## config.mk

```make
export PLATFORM = sky130hd
export DESIGN_NAME = instruction_fetch_unit_flat
export DESIGN_NICKNAME = d
export VERILOG_FILES = /design/src/rtl/instruction_fetch_unit_if.sv /design/src/rtl/instruction_fetch_unit.sv /design/src/flat_wrapper.sv
export SDC_FILE = /design/constraint.sdc
export NUM_CORES = 1
export LEC_CHECK = 0
export ABC_AREA = 1
export BUFFER_PORTS_ARGS = -buffer_cell sky130_fd_sc_hd__buf_2
export CAP_MARGIN = 20
export CORE_MARGIN = 3
export CORE_UTILIZATION = 30
export CTS_CLUSTER_SIZE = 20
export DETAILED_ROUTE_END_ITERATION = 10
export PLACE_DENSITY_LB_ADDON = 0.15
export SETUP_SLACK_MARGIN = 0.2
export SYNTH_ARGS = -nofsm -noshare
export SYNTH_HDL_FRONTEND = slang
export SYNTH_SLANG_ARGS = --single-unit
```

## constraint.sdc

```tcl
create_clock -name clk -period 8.3 [get_ports clk]
set_input_delay 1.245 -clock clk [delete_from_list [all_inputs] [get_ports clk]]
set_output_delay 1.245 -clock clk [all_outputs]
set_load 0.05 [all_outputs]
```

## src/rtl/instruction_fetch_unit_if.sv

```systemverilog
// instruction_fetch_unit_if: memory fetch bus, redirect and decode handoff signals
interface instruction_fetch_unit_if;
  logic        im_req;
  logic [31:0] im_addr;
  logic        im_ack;
  logic        im_rvalid;
  logic [31:0] im_rdata;
  logic        redirect;
  logic [31:0] redirect_pc;
  logic        if_valid;
  logic [31:0] if_inst;
  logic [31:0] if_pc;
  logic        id_ready;
  logic        exception_inst_misaligned;
  logic [31:0] fault_addr;
  modport master (
    output im_req, im_addr, if_valid, if_inst, if_pc, exception_inst_misaligned, fault_addr,
    input  im_ack, im_rvalid, im_rdata, redirect, redirect_pc, id_ready
  );
  modport slave (
    input  im_req, im_addr, if_valid, if_inst, if_pc, exception_inst_misaligned, fault_addr,
    output im_ack, im_rvalid, im_rdata, redirect, redirect_pc, id_ready
  );
endinterface

```

## src/rtl/instruction_fetch_unit.sv

```systemverilog
// instruction_fetch_unit: sequential fetch with credit-limited buffering and redirect flush
module instruction_fetch_unit #(
  parameter logic [31:0] RESET_PC   = 32'h0000_0000,
  parameter int          FIFO_DEPTH = 4
) (
  input logic clk,
  input logic resetb,
  instruction_fetch_unit_if.master bus
);
  localparam int AW = $clog2(FIFO_DEPTH);
  localparam int CW = AW + 1;
  localparam logic [0:0] FETCH  = 1'b0;
  localparam logic [0:0] HALTED = 1'b1;
  logic [0:0]    state_q, state_d;
  logic [31:0]   fetch_pc_q, fetch_pc_d, resp_pc_q, resp_pc_d, fault_q, fault_d;
  logic [CW-1:0] outst_q, outst_d, drop_q, drop_d, count_q, count_d;
  logic [AW-1:0] wr_q, wr_d, rd_q, rd_d;
  logic [31:0]   pc_mem_q   [FIFO_DEPTH];
  logic [31:0]   inst_mem_q [FIFO_DEPTH];
  logic [CW:0]   credit;
  logic [31:0]   target;
  logic          ack, drop_rsp, push, pop, misaligned;
  always_comb begin
    credit     = {1'b0, outst_q} + {1'b0, count_q};
    target     = {bus.redirect_pc[31:2], 2'b00};
    misaligned = |bus.redirect_pc[1:0];
    // Credits cover both buffered and in-flight words, so a returning word always has a slot
    bus.im_req = resetb && !bus.redirect && state_q == FETCH && credit < (CW+1)'(FIFO_DEPTH);
    ack        = bus.im_req && bus.im_ack;
    drop_rsp   = bus.im_rvalid && drop_q != '0;
    push       = bus.im_rvalid && drop_q == '0 && !bus.redirect;
    pop        = bus.if_valid && bus.id_ready && !bus.redirect;
    outst_d    = outst_q + CW'(ack) - CW'(bus.im_rvalid);
    drop_d     = bus.redirect ? outst_d : drop_q - CW'(drop_rsp);
    count_d    = bus.redirect ? '0 : count_q + CW'(push) - CW'(pop);
    wr_d       = bus.redirect ? '0 : wr_q + AW'(push);
    rd_d       = bus.redirect ? '0 : rd_q + AW'(pop);
    fetch_pc_d = bus.redirect ? target : fetch_pc_q + (ack ? 32'd4 : 32'd0);
    resp_pc_d  = bus.redirect ? target : resp_pc_q + (push ? 32'd4 : 32'd0);
    state_d    = bus.redirect ? (misaligned ? HALTED : FETCH) : state_q;
    fault_d    = bus.redirect && misaligned ? bus.redirect_pc : fault_q;
  end
  always_ff @(posedge clk or negedge resetb) begin
    if (!resetb) begin
      state_q    <= FETCH;
      fetch_pc_q <= RESET_PC;
      resp_pc_q  <= RESET_PC;
      fault_q    <= '0;
      outst_q    <= '0;
      drop_q     <= '0;
      count_q    <= '0;
      wr_q       <= '0;
      rd_q       <= '0;
    end else begin
      state_q    <= state_d;
      fetch_pc_q <= fetch_pc_d;
      resp_pc_q  <= resp_pc_d;
      fault_q    <= fault_d;
      outst_q    <= outst_d;
      drop_q     <= drop_d;
      count_q    <= count_d;
      wr_q       <= wr_d;
      rd_q       <= rd_d;
    end
  end
  always_ff @(posedge clk) begin
    if (push) begin
      pc_mem_q[wr_q]   <= resp_pc_q;
      inst_mem_q[wr_q] <= bus.im_rdata;
    end
    if (resetb) assert (!(push && !pop && count_q == CW'(FIFO_DEPTH)));
  end
  assign bus.if_valid                  = count_q != '0;
  assign bus.if_inst                   = bus.if_valid ? inst_mem_q[rd_q] : 32'h0000_0013;
  assign bus.if_pc                     = bus.if_valid ? pc_mem_q[rd_q] : resp_pc_q;
  assign bus.im_addr                   = fetch_pc_q;
  assign bus.exception_inst_misaligned = state_q == HALTED;
  assign bus.fault_addr                = fault_q;
endmodule

```

## src/flat_wrapper.sv

```systemverilog
// flat-port wrapper written by rule: the top's interface ports become plain ports
module instruction_fetch_unit_flat 
#(
  parameter logic [31:0] RESET_PC   = 32'h0000_0000,
  parameter int          FIFO_DEPTH = 4
)
  (clk, resetb, bus_im_req, bus_im_addr, bus_if_valid, bus_if_inst, bus_if_pc, bus_exception_inst_misaligned, bus_fault_addr, bus_im_ack, bus_im_rvalid, bus_im_rdata, bus_redirect, bus_redirect_pc, bus_id_ready);
  instruction_fetch_unit_if bus_i ();
  input logic clk;
  input logic resetb;
  output wire logic [$bits(bus_i.im_req)-1:0] bus_im_req;
  output wire logic [$bits(bus_i.im_addr)-1:0] bus_im_addr;
  output wire logic [$bits(bus_i.if_valid)-1:0] bus_if_valid;
  output wire logic [$bits(bus_i.if_inst)-1:0] bus_if_inst;
  output wire logic [$bits(bus_i.if_pc)-1:0] bus_if_pc;
  output wire logic [$bits(bus_i.exception_inst_misaligned)-1:0] bus_exception_inst_misaligned;
  output wire logic [$bits(bus_i.fault_addr)-1:0] bus_fault_addr;
  input wire logic [$bits(bus_i.im_ack)-1:0] bus_im_ack;
  input wire logic [$bits(bus_i.im_rvalid)-1:0] bus_im_rvalid;
  input wire logic [$bits(bus_i.im_rdata)-1:0] bus_im_rdata;
  input wire logic [$bits(bus_i.redirect)-1:0] bus_redirect;
  input wire logic [$bits(bus_i.redirect_pc)-1:0] bus_redirect_pc;
  input wire logic [$bits(bus_i.id_ready)-1:0] bus_id_ready;
  assign bus_im_req = bus_i.im_req;
  assign bus_im_addr = bus_i.im_addr;
  assign bus_if_valid = bus_i.if_valid;
  assign bus_if_inst = bus_i.if_inst;
  assign bus_if_pc = bus_i.if_pc;
  assign bus_exception_inst_misaligned = bus_i.exception_inst_misaligned;
  assign bus_fault_addr = bus_i.fault_addr;
  assign bus_i.im_ack = bus_im_ack;
  assign bus_i.im_rvalid = bus_im_rvalid;
  assign bus_i.im_rdata = bus_im_rdata;
  assign bus_i.redirect = bus_redirect;
  assign bus_i.redirect_pc = bus_redirect_pc;
  assign bus_i.id_ready = bus_id_ready;
  instruction_fetch_unit #(.RESET_PC(RESET_PC), .FIFO_DEPTH(FIFO_DEPTH)) u_core (.clk(clk), .resetb(resetb), .bus(bus_i));
endmodule
```

## After elaboration in Yosys (flattened, before gate mapping)

Memories as Yosys holds them, arrays and structs flattened.
Cells that the tools add are included.

| word-level totals | value |
|---|---|
| output and inout port bits | 131 |
| bits in read-only memories | 0 |
| input port bits | 70 |
| logic and storage cells | 51 |
| RAM bits | 256 |
| memories kept | 2 |
| register bits | 110 |
| bits in latches | 0 |

| operators by class | value |
|---|---|
| reduce and logical (&&, ||, !) cells | 15 |
| shifts and indexed selects | 0 |
| equal/unequal tests | 0 |
| magnitude comparators | 1 |
| muxes and demuxes | 13 |
| $add $sub $neg | 10 |
| $mul | 0 |
| bitwise logic cells | 1 |
| div/mod/pow operators | 0 |

Memory list:

| name | depth | width | rd ports | clocked after Yosys merged registers in | write ports | line | text |
|---|---|---|---|---|---|---|---|
| u_core.inst_mem_q | 4 | 32 | 1 | 0 | 1 | instruction_fetch_unit.sv:19 | `logic [31:0] inst_mem_q [FIFO_DEPTH];` |
| u_core.pc_mem_q | 4 | 32 | 1 | 0 | 1 | instruction_fetch_unit.sv:18 | `logic [31:0] pc_mem_q [FIFO_DEPTH];` |

Operators with widths:

| operator | count |
|---|---|
| $mux W32 | 4 |
| $add A32 B32 Y32 | 2 |
| $mux W3 | 4 |
| $logic_and A1 B1 Y1 | 10 |
| $sub A3 B1 Y3 | 3 |
| $add A3 B1 Y3 | 2 |
| $reduce_bool A3 Y1 | 2 |
| $add A2 B1 Y2 | 2 |
| $add A3 B3 Y4 | 1 |
| $lt A4 B3 Y1 const B | 1 |
| $mux W2 | 2 |
| $logic_not A3 Y1 | 1 |
| $mux W1 | 3 |
| $reduce_or A2 Y1 | 1 |
| $logic_not A1 Y1 | 1 |
| $not A1 Y1 | 1 |

## Depth between registers and ports, before layout

| logic depth | value |
|---|---|
| word-level depth | 8 |
| gate-level depth with buffers | 16 |
| depth with buffers taken out | 14 |

## Least setup slack after synthesis

Ideal clock, no wire load.

| path | value |
|---|---|
| path kind | in2reg |
| start | input port bus_redirect |
| end | memory u_core.inst_mem_q[0][0], enable pin |
| buffers on the path | 2 |
| path slack | 1.695 ns |
| library setup time | 0.558 ns |
| arrival | 6.046 ns |
| stages on the path | 5 |
| cell sequence | buf_2 -> inv_2 -> buf_2 -> nand3_1 -> nor3_1 |

| on the way | value |
|---|---|
| word-level cells in the longest chain between the ends | 4 |

RTL lines:

| element | line | text |
|---|---|---|
| from (decl) | flat_wrapper.sv:21 | `input wire logic [$bits(bus_i.redirect)-1:0] bus_redirect;` |
| $logic_not A1 Y1 | instruction_fetch_unit.sv:31 | `push = bus.im_rvalid && drop_q == '0 && !bus.redirect;` |
| $logic_and A1 B1 Y1 | instruction_fetch_unit.sv:31 |  |
| $mux W1 | instruction_fetch_unit.sv:67 | `if (push) begin` |
| $mux W1 (not written as such) | instruction_fetch_unit.sv:69 | `inst_mem_q[wr_q] <= bus.im_rdata;` |
| to (decl) | instruction_fetch_unit.sv:19 |  |

No other way between the ends.

## Final worst setup path

| path | value |
|---|---|
| start | register u_core.rd_q[0] |
| end | output port bus_if_pc[6] |

| on the way | value |
|---|---|
| word-level cells in the longest chain between the ends | 2 |

RTL lines:

| element | line | text |
|---|---|---|
| from (decl) | instruction_fetch_unit.sv:17 | `logic [AW-1:0] wr_q, wr_d, rd_q, rd_d;` |
| from (signal assigned) | instruction_fetch_unit.sv:63 | `rd_q <= rd_d;` |
| $mem_v2 Z4 W32 | -- |  |
| $mux W32 | instruction_fetch_unit.sv:75 | `assign bus.if_pc = bus.if_valid ? pc_mem_q[rd_q] : resp_pc_q;` |
| to (decl) | flat_wrapper.sv:15 | `output wire logic [$bits(bus_i.if_pc)-1:0] bus_if_pc;` |

No other way between the ends.

==> reports/metrics.cfg <==
[detailed_routing]
wl_met2_mm=20.27
drcViolationCount=0
met1Wirelength_mm=20.75
viasPerCell=4.665
dr.first_iter.drc_count=569
drtAntennaViolNets=0
dr.pass1.iters=4
post_drt_wl_per_cell_um=18.37
met3_length_mm=2.585
vias=11350
topRoutingLayerUsed=met4
wl_mm=44.67

[place]
port_buffers=196
gp_congestion=0.8321
dp_cells=2358
post-dp-hpwl_mm=28.14

[worst_setup_path]
cp_top_family=buffers and inverters
worstPathArrival_ps=3560
cp_num_buf_inv=3
cpMostUsedCell=o21ai_0
reg2reg_slack_ps=5190
crit_chain=inv_4, buf_4, o21ai_0, o22ai_1, nand2_1, o21ai_0, buf_2
endpoint_kind=primary output
criticalPathCategory=reg -> out
crit_path_max_fanout=86
cpPeakStageDelay_ps=780
critPathLaunchType=flip-flop
cpMaxStageDelayCell=dfrtp_4
required_ps=7050
rr_startpoint=u_core.count_q[1]$_DFF_PN0_
r2r_end=u_core.count_q[2]$_DFF_PN0_
r2r_cells=13

[yosys]
yosysSeqAreaShare_pct=65.01
synth_edf_count=248
synthCells=1544
async_flop_share_pct=29.94
yosys_warnings=0
avgSynthCellArea_um2=10.06
yosys.area.top_type=edfxtp_1
yosys-top-cells-count=nand2_1, nor2_1, edfxtp_1
ys.flop_type=edfxtp_1
synth_top_area_share_pct=47.93
ys_ff_latch=354
synth_cell_type_count=38
mappedNetlistArea_mm2=0.01554
yosys.cell_count.top_type=nand2_1
synth_area_leaders=edfxtp_1, dfrtp_1, nand2_1

[die]
rows=82
dieHeight_um=233.6
start_util_pct=30.65
die_x_um=233.6
ios=201
dieArea_mm2=0.05455
core-area_mm2=0.05068

[clock_network]
clockRootBuffer=clkbuf_16
cts_resized=0
numCtsBuffers=42
clk_path_buf_depth=3
postCtsSetupRepairBufs=0
clk-insertion-delay-late_ps=570
tritoncts=built
htree_levels=2
cts_sinks=354
clk_pin_slew_ps=60
postCtsHoldBufs=0

[grt]
grt_overflow=0
track_usage_pct=16.25
grt_max_degree=87
grt_pass1_wl_mm=68.06
grt_pass1_vias=11300
antenna_found_initial=0

[cells_and_area]
n_antenna_cell=0
nets=1817
nFillCells=5136
synthToLayoutAreaGrowth_pct=19.30
drive_above_1_share_pct=17.90
finalNonFillerCells=2432

[power_and_ir_drop]
total_power_uw=5800
p_leak_uw=0.007614
powerDensity_mw_per_mm2=313.0
peakVddDrop_v=0.0001648

[timing]
maxSlewViolCount=0
grt_setup_unrepaired=no
finClkSkew_ps=14.49
finalHoldViolCount=0
fin_crit_sh_pct=57.91
relSlewSlack_pct=32.56
layout_min_cycle_time_ps=4807
tightest_slew_ps=1012
tns_ps=0
setup_violations=0
max_freq_ghz=0.2080

[min_path]
hold_path_class=reg -> reg
min_to=u_core.bus.fault_addr[3]$_DFFE_PN0P_
worstHoldStart=u_core.bus.fault_addr[3]$_DFFE_PN0P_
hold_path_depth=2

[flow_run]
maxCapViolations=0

[outcome]
status=finished, final reports clean

worst reg2reg max path, cell delays in order, from the launching register on:
cell and delay, ps:
dfrtp_1 460, nor2_1 100, nand2_2 60, buf_4 580
inv_1 100, buf_4 290, nor2_1 280, ha_1 280
inv_1 60, ha_1 140, inv_1 50, fa_1 370
o21ai_0 180, a21oi_1 60
cell families after synthesis:
group,share of synthesized area (%)
simple gates,19.47
flops,65.01
compound gates,9.181
buf+inv,4.317
fa+ha+maj,1.385
xor+xnor,0.6201
other cells,0.02414
layer usage:
metal / vias to the layer above / global-route usage, %
met4: 0 / 4.725
met1: 5483 / 22.36
met5: - / 0
met2: 243 / 25.53
met3: 58 / 3.878
li1: 5561 / -
metrics by stage:
stage | cell area (um2) | hold slack, ps | worst slack (ps) | utilization [%]
2_1_floorplan | 15550 | 461.8 | 1695 | -
3_3_place_gp | 17170 | 451.0 | 4044 | 33.87
3_5_place_dp | 17170 | 457.5 | 4009 | 33.87
4_1_cts | 18510 | 472.5 | 3386 | 36.51
5_1_grt | 18530 | 488.5 | 3175 | 36.57
6_report | 18530 | 468.1 | 3493 | 36.57
registers in the layout, summed over array words and instances, names as in the netlist:
register / count
u_core.bus.exception_inst_misaligned: 1
u_core.bus.fault_addr: 32
u_core.bus.im_addr: 30
u_core.count_q: 3
u_core.drop_q: 3
u_core.inst_mem_q: 128
u_core.outst_q: 3
u_core.pc_mem_q: 120
u_core.rd_q: 2
u_core.resp_pc_q: 30
u_core.wr_q: 2
worst max path at each step:
stage                     slack, ps                                 to  cells after the start                startpoint
after CTS                      3390                      bus_if_pc[27]                      7  u_core.rd_q[0]$_DFF_PN0_
after detailed placement       4010                      bus_if_pc[27]                      7  u_core.rd_q[0]$_DFF_PN0_
after global routing           3180                       bus_if_pc[6]                      7  u_core.rd_q[0]$_DFF_PN0_
after floorplan                1700  u_core.inst_mem_q[0][0]$_DFFE_PP_                      5              bus_redirect
after global placement         4040                      bus_if_pc[30]                      7  u_core.rd_q[0]$_DFF_PN0_
final                          3490                       bus_if_pc[6]                      7  u_core.rd_q[0]$_DFF_PN0_
cells in the final DEF, fill, tap and decap left out, types with 8 or more instances in the layout:
master and n:
inv_1 82, nand2_1 363, a21oi_1 37, o22ai_1 31, nor2_2 9, buf_4 16
o21ai_1 28, buf_2 195, nand3_1 44, nor2_4 9, clkinv_2 8, o21ai_0 165
nor2_1 277, ha_1 14, clkbuf_16 43, edfxtp_1 248, dfrtp_1 104
area by class of cell:
type | count | area [um2] | area share [%]
Sequential cell | 354 | 10100 | 54.52
Timing Repair Buffer | 212 | 1124 | 6.062
Clock buffer | 52 | 1140 | 6.150
Inverter | 86 | 325.3 | 1.755
Tap cell | 672 | 840.8 | 4.537
Clock inverter | 21 | 200.2 | 1.080
Multi-Input combinational cell | 1035 | 4800 | 25.90
report_power, final:
part	internal (uW)	switching, uW
Sequential	2010	116
Clock	1040	743
Combinational	373	1520
Total	3420	2380
Power figures use the tool's default switching activity.
